## config.mk

```make
export PLATFORM = sky130hd
export DESIGN_NAME = fp64_operand_unpacker
export DESIGN_NICKNAME = d
export VERILOG_FILES = /design/src/rtl/fp64_pkg.sv /design/src/rtl/lzc53.sv /design/src/rtl/fp64_operand_unpacker.sv
export SDC_FILE = /design/constraint.sdc
export NUM_CORES = 1
export LEC_CHECK = 0
export CAP_MARGIN = 40
export CELL_PAD_IN_SITES_DETAIL_PLACEMENT = 0
export CELL_PAD_IN_SITES_GLOBAL_PLACEMENT = 2
export CORE_MARGIN = 5
export CORE_UTILIZATION = 29
export DETAILED_ROUTE_END_ITERATION = 16
export PLACE_DENSITY_LB_ADDON = 0.1
export SLEW_MARGIN = 10
export SYNTH_ARGS = -nofsm -noshare
export SYNTH_HDL_FRONTEND = slang
export SYNTH_SLANG_ARGS = --single-unit
```

## constraint.sdc

```tcl
create_clock -name clk -period 2.95 [get_ports clk]
set_input_delay 0.885 -clock clk [delete_from_list [all_inputs] [get_ports clk]]
set_output_delay 0.885 -clock clk [all_outputs]
set_load 0.03 [all_outputs]
```

## src/rtl/fp64_pkg.sv

```systemverilog
`default_nettype none
// +-----------------------------------------------------------------------------+
// | fp64_pkg                                                                    |
// | binary64 field geometry, bias and class-flag bit positions for the unpacker |
// | Revision: 1.0                                                               |
// +-----------------------------------------------------------------------------+
package fp64_pkg;

  localparam int EXP_W     = 11;
  localparam int FRAC_W    = 52;
  localparam int EXP_OUT_W = 12;
  localparam int BIAS      = 1023;
  localparam int EXP_MAX   = 2047;

  localparam int CLS_ZERO = 0;
  localparam int CLS_SUB  = 1;
  localparam int CLS_INF  = 2;
  localparam int CLS_NAN  = 3;
  localparam int CLS_SNAN = 4;
  localparam int CLS_W    = 5;

  typedef struct packed {
    logic exp_zero;
    logic exp_max;
    logic frac_zero;
  } s1_cls_t;

endpackage
`default_nettype wire

```

## src/rtl/lzc53.sv

```systemverilog
`default_nettype none
// +-----------------------------------------------------------------------------+
// | lzc53                                                                       |
// | Combinational 53-bit leading-zero counter; all-zero input yields 53         |
// | Revision: 1.0                                                               |
// +-----------------------------------------------------------------------------+
module lzc53 (
  input  logic [52:0] m_i,
  output logic [5:0]  cnt_o
);

  // Scanning upward lets the highest set bit win the final assignment.
  always_comb begin
    cnt_o = 6'd53;
    for (int i = 0; i < 53; i++) begin
      if (m_i[i]) cnt_o = 6'(52 - i);
    end
  end

endmodule
`default_nettype wire

```

## src/rtl/fp64_operand_unpacker.sv

```systemverilog
`default_nettype none
// +-----------------------------------------------------------------------------+
// | fp64_operand_unpacker                                                       |
// | Two-stage valid/ready binary64 decoder: sign, unbiased exponent,            |
// | normalized 53-bit significand and class flags                               |
// | Revision: 1.0                                                               |
// +-----------------------------------------------------------------------------+
module fp64_operand_unpacker
  import fp64_pkg::*;
(
  input  logic                 clk,
  input  logic                 rst,
  input  logic                 in_valid,
  output logic                 in_ready,
  input  logic [63:0]          in_data,
  output logic                 out_valid,
  input  logic                 out_ready,
  output logic                 out_sign,
  output logic [EXP_OUT_W-1:0] out_exp,
  output logic [FRAC_W:0]      out_sig,
  output logic                 out_zero,
  output logic                 out_sub,
  output logic                 out_inf,
  output logic                 out_nan,
  output logic                 out_snan
);

  logic                 s1_valid_q;
  logic                 s1_sign_q;
  logic [EXP_W-1:0]     s1_exp_q;
  logic [FRAC_W-1:0]    s1_frac_q;
  s1_cls_t              s1_cls_q;
  s1_cls_t              s1_cls_d;

  logic                 out_valid_q;
  logic                 out_sign_q;
  logic [EXP_OUT_W-1:0] out_exp_q;
  logic [FRAC_W:0]      out_sig_q;
  logic [CLS_W-1:0]     out_cls_q;

  logic [EXP_OUT_W-1:0] out_exp_d;
  logic [FRAC_W:0]      out_sig_d;
  logic [CLS_W-1:0]     out_cls_d;

  logic                 s1_adv;
  logic                 s2_adv;
  logic [FRAC_W:0]      sub_m;
  logic [5:0]           sub_lz;

  assign s2_adv   = !out_valid_q || out_ready;
  assign s1_adv   = !s1_valid_q || s2_adv;
  assign in_ready = s1_adv;

  always_comb begin
    s1_cls_d.exp_zero  = (in_data[FRAC_W +: EXP_W] == '0);
    s1_cls_d.exp_max   = (in_data[FRAC_W +: EXP_W] == EXP_W'(EXP_MAX));
    s1_cls_d.frac_zero = (in_data[FRAC_W-1:0] == '0);
  end

  always_ff @(posedge clk) begin
    if (rst) begin
      s1_valid_q <= 1'b0;
      s1_sign_q  <= 1'b0;
      s1_exp_q   <= '0;
      s1_frac_q  <= '0;
      s1_cls_q   <= '0;
    end else if (s1_adv) begin
      s1_valid_q <= in_valid;
      if (in_valid) begin
        s1_sign_q <= in_data[63];
        s1_exp_q  <= in_data[FRAC_W +: EXP_W];
        s1_frac_q <= in_data[FRAC_W-1:0];
        s1_cls_q  <= s1_cls_d;
      end
    end
  end

  assign sub_m = {1'b0, s1_frac_q};

  lzc53 u_lzc (
    .m_i   (sub_m),
    .cnt_o (sub_lz)
  );

  // Subnormal value is frac * 2^(1-BIAS-52); normalizing by lz gives exponent (1-BIAS) - lz.
  always_comb begin
    out_cls_d = '0;
    out_exp_d = '0;
    out_sig_d = {1'b1, s1_frac_q};
    if (s1_cls_q.exp_zero && s1_cls_q.frac_zero) begin
      out_cls_d[CLS_ZERO] = 1'b1;
      out_sig_d           = '0;
    end else if (s1_cls_q.exp_zero) begin
      out_cls_d[CLS_SUB] = 1'b1;
      out_sig_d          = sub_m << sub_lz;
      out_exp_d          = EXP_OUT_W'(1 - BIAS) - EXP_OUT_W'(sub_lz);
    end else if (s1_cls_q.exp_max && s1_cls_q.frac_zero) begin
      out_cls_d[CLS_INF] = 1'b1;
    end else if (s1_cls_q.exp_max) begin
      out_cls_d[CLS_NAN]  = 1'b1;
      out_cls_d[CLS_SNAN] = !s1_frac_q[FRAC_W-1];
    end else begin
      out_exp_d = EXP_OUT_W'(s1_exp_q) - EXP_OUT_W'(BIAS);
    end
  end

  always_ff @(posedge clk) begin
    if (rst) begin
      out_valid_q <= 1'b0;
      out_sign_q  <= 1'b0;
      out_exp_q   <= '0;
      out_sig_q   <= '0;
      out_cls_q   <= '0;
    end else if (s2_adv) begin
      out_valid_q <= s1_valid_q;
      if (s1_valid_q) begin
        out_sign_q <= s1_sign_q;
        out_exp_q  <= out_exp_d;
        out_sig_q  <= out_sig_d;
        out_cls_q  <= out_cls_d;
      end
    end
  end

  assign out_valid = out_valid_q;
  assign out_sign  = out_sign_q;
  assign out_exp   = out_exp_q;
  assign out_sig   = out_sig_q;
  assign out_zero  = out_cls_q[CLS_ZERO];
  assign out_sub   = out_cls_q[CLS_SUB];
  assign out_inf   = out_cls_q[CLS_INF];
  assign out_nan   = out_cls_q[CLS_NAN];
  assign out_snan  = out_cls_q[CLS_SNAN];

endmodule
`default_nettype wire

```

Word level (Yosys, flattened, before mapping)
Index checks and enable logic that the tools add are counted.
- $add $sub $neg: 2
- muxes and demuxes: 65
- equality and inequality tests: 1
- reduce and logical (&&, ||, !) cells: 11
- shift-type cells: 1
- operators by type and width (operator ; count):
    $mux 6 ; 31
    $mux 53 ; 2
    $mux 5 ; 16
    $shl 52x6->53 ; 1
    $logic_not 52->1 ; 1
    $mux 12 ; 4
    $mux 3 ; 5
    $sub 11x10->12 const B ; 1
    $sub 11x7->12 const A ; 1
    $eq 11x11->1 const B ; 1
    $logic_not 11->1 ; 1
    $mux 1 ; 4
    $mux 2 ; 2
    $mux 4 ; 1
    $reduce_and 2->1 ; 2
    $logic_not 1->1 ; 3
    $logic_and 1x1->1 ; 2
    $logic_or 1x1->1 ; 2
- input bits: 68
- register bits: 140

Longest topological paths before layout
- depth in word-level cells: 55
- depth in mapped cells: 16
- gate-level depth less buffers: 13

Modules after synthesis
From an unflattened synthesis, not the netlist that was laid out.
- cells, all modules: 1173
- area, all modules: 9660.5 sq um
- modules (own cells, without submodules) (module ; area each (sq um) ; instances ; cells an instance):
    fp64_operand_unpacker ; 9017.4 ; 1 ; 1059
    lzc53 ; 643.1 ; 1 ; 114

Least setup slack after synthesis
Ideal clock, no wire load.
- path type: register to register
- from: reg s1_frac_q[38]
- to: reg out_exp_q[4] (netlist: out_exp[4])
- path buffers: 3
- period minus slack after synthesis: 3.219 ns
- setup time: 0.132 ns
- data arrival time: 3.087 ns
- stages on the path, launching flop included: 15
- slack: -0.269 ns
- data required time: 2.818 ns
- path through: dfxtp_1 -> buf_4 -> or4_4 -> or3_1 -> a211o_1 -> a41o_1 -> nand2_2 -> inv_2 -> buf_6 -> buf_6 -> ha_1 -> nor4_1 -> xnor2_1 -> a221oi_1 -> nor3_1
- word-level cells in the longest chain between the ends: 17
- ends and longest elaborated chain (item ; line ; text):
    from (decl) ; fp64_operand_unpacker.sv:31 ; logic [FRAC_W-1:0] s1_frac_q;
    from (signal assigned) ; fp64_operand_unpacker.sv:72 ; s1_frac_q <= in_data[FRAC_W-1:0];
    $mux 6 (14 in series) ; lzc53.sv:16 ; if (m_i[i]) cnt_o = 6'(52 - i);
    $sub 11x7->12 ; fp64_operand_unpacker.sv:96 ; out_exp_d = EXP_OUT_W'(1 - BIAS) - EXP_OUT_W'(sub_lz);
    $mux 12 ; fp64_operand_unpacker.sv:93 ; end else if (s1_cls_q.exp_zero) begin
    $mux 12 ; fp64_operand_unpacker.sv:90 ; if (s1_cls_q.exp_zero && s1_cls_q.frac_zero) begin
    to (signal assigned) ; fp64_operand_unpacker.sv:118 ; out_exp_q <= out_exp_d;
    to (decl) ; fp64_operand_unpacker.sv:37 ; logic [EXP_OUT_W-1:0] out_exp_q;
Every way passes these cells.
A chain may end at the register's enable or synchronous reset.

Worst setup path after layout
- from: reg s1_frac_q[37]
- to: reg out_sig_q[30] (netlist: out_sig[30])
- word-level cells in the longest chain between the ends: 18
- ends and longest elaborated chain (item ; line ; text):
    $mux 6 (15 in series) ; lzc53.sv:16 ;
    $shl 52x6->53 * ; fp64_operand_unpacker.sv:95 ; out_sig_d = sub_m << sub_lz;
    $mux 53 * ; fp64_operand_unpacker.sv:93 ;
    $mux 53 * ; fp64_operand_unpacker.sv:90 ;
    to (signal assigned) ; fp64_operand_unpacker.sv:119 ; out_sig_q <= out_sig_d;
    to (decl) ; fp64_operand_unpacker.sv:38 ; logic [FRAC_W:0] out_sig_q;
Every way passes the cells marked *; elsewhere a longest branch is shown, timed or not.

==> flow_metrics.env <==
export IMPL_synth_compound_area_share_pct=24.1
export IMPL_wl_met1_um=23300
export IMPL_tightestPinTransition_ps=1100
export IMPL_hp_class="flop to flop"
export IMPL_finClkSkew_ps=10.6
export IMPL_timing_hold_ws_ps=457
export IMPL_wl_per_cell_um=24.5
export IMPL_ys_ff_latch=140
export IMPL_period_minus_slack_ps=3440
export IMPL_worst_ep_arrival_time_ps=3750
export IMPL_pre_cts_ws_ps=-830
export IMPL_critPathMostFrequentCell="buf_4"
export IMPL_finalPower_mw=8.62
export IMPL_cp_top_family="compound AO/OA/AOI/OAI gates"
export IMPL_maxSlewHeadroom_pct=26.4
export IMPL_clockBufferDepth=2
export IMPL_die_x_um=193
export IMPL_violations="setup timing"
export IMPL_antenna_found_initial=0
export IMPL_antenna_cells=0
export IMPL_yosysUniqueCellTypes=81
export IMPL_p_leak_nw=6.23
export IMPL_post_route_period_util_pct=117
export IMPL_grt_max_degree=135
export IMPL_power_switching_mw=3.29
export IMPL_holdBufCountCts=0
export IMPL_synth_top_family_by_area="compound AO/OA/AOI/OAI gates"
export IMPL_muxShareOfSynthArea_pct=15.6
export IMPL_syn_num_nets=1380
export IMPL_die_h_um=193
export IMPL_path_class="flop to flop"
export IMPL_start_util_pct=29.2
export IMPL_final_hold_viol_count=0
export IMPL_gp_congestion=0.955
export IMPL_rsz0062_at_grt="true"
export IMPL_path_cells="or4_4, or3_1, a211o_1, a41o_1, nand2_4, inv_6, buf_12, buf_4, mux2i_4, mux2i_2, buf_4, a21oi_1, a221oi_2, a211oi_1"
export IMPL_cts_tree="yes"
export IMPL_p_seq_share_pct=24.1
export IMPL_worstPathMaxFanout=6
export IMPL_max_freq_mhz=291
export IMPL_syn_to_final_growth_pct=64.1
export IMPL_worst_slack_ps=-492
export IMPL_power_density_mw_per_mm2=540
export IMPL_outcome="finished with violations"
export IMPL_dr_total_vias=11700
export IMPL_dp_cells=2103
export IMPL_drive_gt1_share_pct=35.2
export IMPL_gr_total_overflow=0
export IMPL_crit_path_end_kind="flop"
export IMPL_finalSetupViolCount=51
export IMPL_synth_ff_type="dfxtp_1"
export IMPL_dieArea_mm2=0.0373
export IMPL_root_buffer="clkbuf_16"
export IMPL_sw_frac_of_total_pct=38.1
export IMPL_post_dp_hpwl_um=41700
export IMPL_clkTransAtPathRegs_ps=70
export IMPL_async_flop_share_pct=0
export IMPL_synth_cells=1310
export IMPL_yosys_warnings=0
export IMPL_synth_area_leaders="dfxtp_1 29%, mux2i_1 13%, nand2_1 8.6%"
export IMPL_grt_usage_pct=27.9
export IMPL_synth_xor_area_share_pct=0.990
export IMPL_fin_util_pct=47.9
export IMPL_synth_top_area_share_pct=28.8
export IMPL_drc=0
export IMPL_ant_nets=0
export IMPL_clock_latency_ps=450
export IMPL_final_cell_count_no_fill=2152
export IMPL_cp_slowest_cell="or4_4"
export IMPL_clock_sinks=140
export IMPL_tns_ps=-17570
export IMPL_grt_pass1_vias=11700
export IMPL_grt_pass1_wl_um=76700
export IMPL_core_mm2=0.0334
export IMPL_drv_cap=0
export IMPL_met2_length_um=24300
export IMPL_rows=67
export IMPL_io_pins=141
export IMPL_synth_edf_count=0
export IMPL_io_buffer_count=140
export IMPL_worst_setup_path_start_kind="flop"
export IMPL_cpPeakStageDelay_ps=520
export IMPL_power_frac_clock_pct=24.4
export IMPL_synth_area_leader_cell="dfxtp_1"
export IMPL_max_vdd_ir_drop_uv=526
export IMPL_power_frac_comb_pct=51.5
export IMPL_cellInternalPower_mw=5.33
export IMPL_drt_iter0_drc=825
export IMPL_synth_simple_area_share_pct=23.5
export IMPL_fin_area_mm2=0.0160
export IMPL_numCtsBuffers=17
export IMPL_first_pass_iters=7
export IMPL_routed_top_layer="met4"
export IMPL_avgSynthCellArea_um2=7.43
export IMPL_path_buf_inv=4
export IMPL_final_fill_count=3430
export IMPL_syn_area_mm2=0.00973
export IMPL_route_met3_wl_um=2670
export IMPL_nets=1763
export IMPL_totalWireLength_um=52700
export IMPL_maxSlewViolCount=0
export IMPL_yosysSeqAreaShare_pct=28.8
export IMPL_htree_num_levels=4
export IMPL_required_ps=3260
export IMPL_vias_per_cell=5.46
export IMPL_synth_adder_area_share_pct=0.257
export IMPL_placed_area_mm2=0.0139
[final cells by class]
cell class / count / area [um2] / share of cell area, %
well taps: 448 / 561 / 3.51
clock buffers: 20 / 467 / 2.92
repair buffers: 493 / 4390 / 27.5
multi-input cells: 1023 / 7580 / 47.5
clock inverters: 10 / 91.3 / 0.572
inverters: 18 / 72.6 / 0.454
flip-flops and latches: 140 / 2810 / 17.6
[Yosys cell counts (6+ instances only)]
library cell / number
clkbuf_1: 87
o21ai_1: 8
nand3_1: 25
o221ai_1: 11
o211ai_1: 12
o22ai_1: 6
nor4_1: 32
o21ai_0: 26
inv_1: 16
nor2_1: 131
nand2b_1: 9
and3_1: 6
xor2_1: 6
a21oi_1: 130
mux2_2: 16
o31ai_1: 6
dfxtp_1: 140
nand2_1: 224
a221oi_1: 35
buf_1: 11
o21a_1: 7
a211oi_1: 35
mux2i_1: 131
a22oi_1: 10
nand4_1: 11
buf_6: 9
nor3_1: 47
buf_2: 18
[worst register-to-register path, delay by kind of cell (launching register included)]
family	cells	cell delay, ps
AO/OA/AOI/OAI	5	1000
AND/OR/NAND/NOR	3	960
buffers and inverters	4	560
multiplexers	2	450
flip-flops	1	320
[routing by layer]
metal	vias up	GRT usage (%)
li1	5557	-
met1	5678	37.1
met2	405	44.4
met3	101	4.77
met4	0	12.3
met5	-	0
[placed cells by master, fill, tap and decap left out, types with 18 or more instances in the layout]
cell             instances
a211oi_1                25
a21oi_1                121
a221oi_2                19
buf_12                  18
buf_4                  313
buf_6                   20
clkdlybuf4s50_1        138
dfxtp_1                137
mux2i_1                 65
mux2i_2                 29
mux2i_4                 38
nand2_1                216
nand3_1                 23
nor2_1                 123
nor3_1                  46
nor4_1                  30
o21ai_0                 18
[cell families (layout without fill, tap and decap cells)]
logic type,after synthesis,after routing
multiplexers,148,148
AND/OR/NAND/NOR,516,516
buffers and inverters,147,541
adder cells (fa/ha/maj),2,2
flip-flops,140,140
AO/OA/AOI/OAI,346,346
XOR/XNOR,11,11
[power by group through the flow]
stage               Sequential, mW  Clock (mW)  Combinational, mW
global route                  2.09        2.24               4.64
detailed placement            2.12           0               3.58
floorplan                     2.21           0               1.71
CTS                           2.08        2.16               4.06
global placement              2.12           0               3.62
finish                        2.08        2.10               4.44
[final timing paths]
| kind | cells past startpoint | endpoint | from | slack (ps) |
|---|---|---|---|---|
| hold / removal | 2 | out_cls_q[2] | out_cls_q[2] | 460 |
| hold reg to reg | 2 | out_cls_q[2] | out_cls_q[2] | 460 |
| setup / recovery | 14 | out_sig[30] | s1_frac_q[37] | -490 |
| setup reg to reg | 14 | out_sig[30] | s1_frac_q[37] | -490 |
[sequential cells by signal, indices dropped and copies added, names as in the netlist]
signal / count
out_valid: 1
out_exp: 12
out_sign: 1
s1_sign_q: 1
s1_cls_q: 3
out_sig: 53
s1_valid_q: 1
s1_frac_q: 52
out_cls_q: 5
s1_exp_q: 11
[what timing repair did]
| action | CTS | global route |
|---|---|---|
| buffers inserted | 7 | 18 |
| cloned | 1 | 0 |
| setup endpoints to repair | 59 | 60 |
| pin swaps | 28 | 27 |
| resized for setup | 160 | 99 |
No activity file was read; power rests on OpenSTA's default activity.
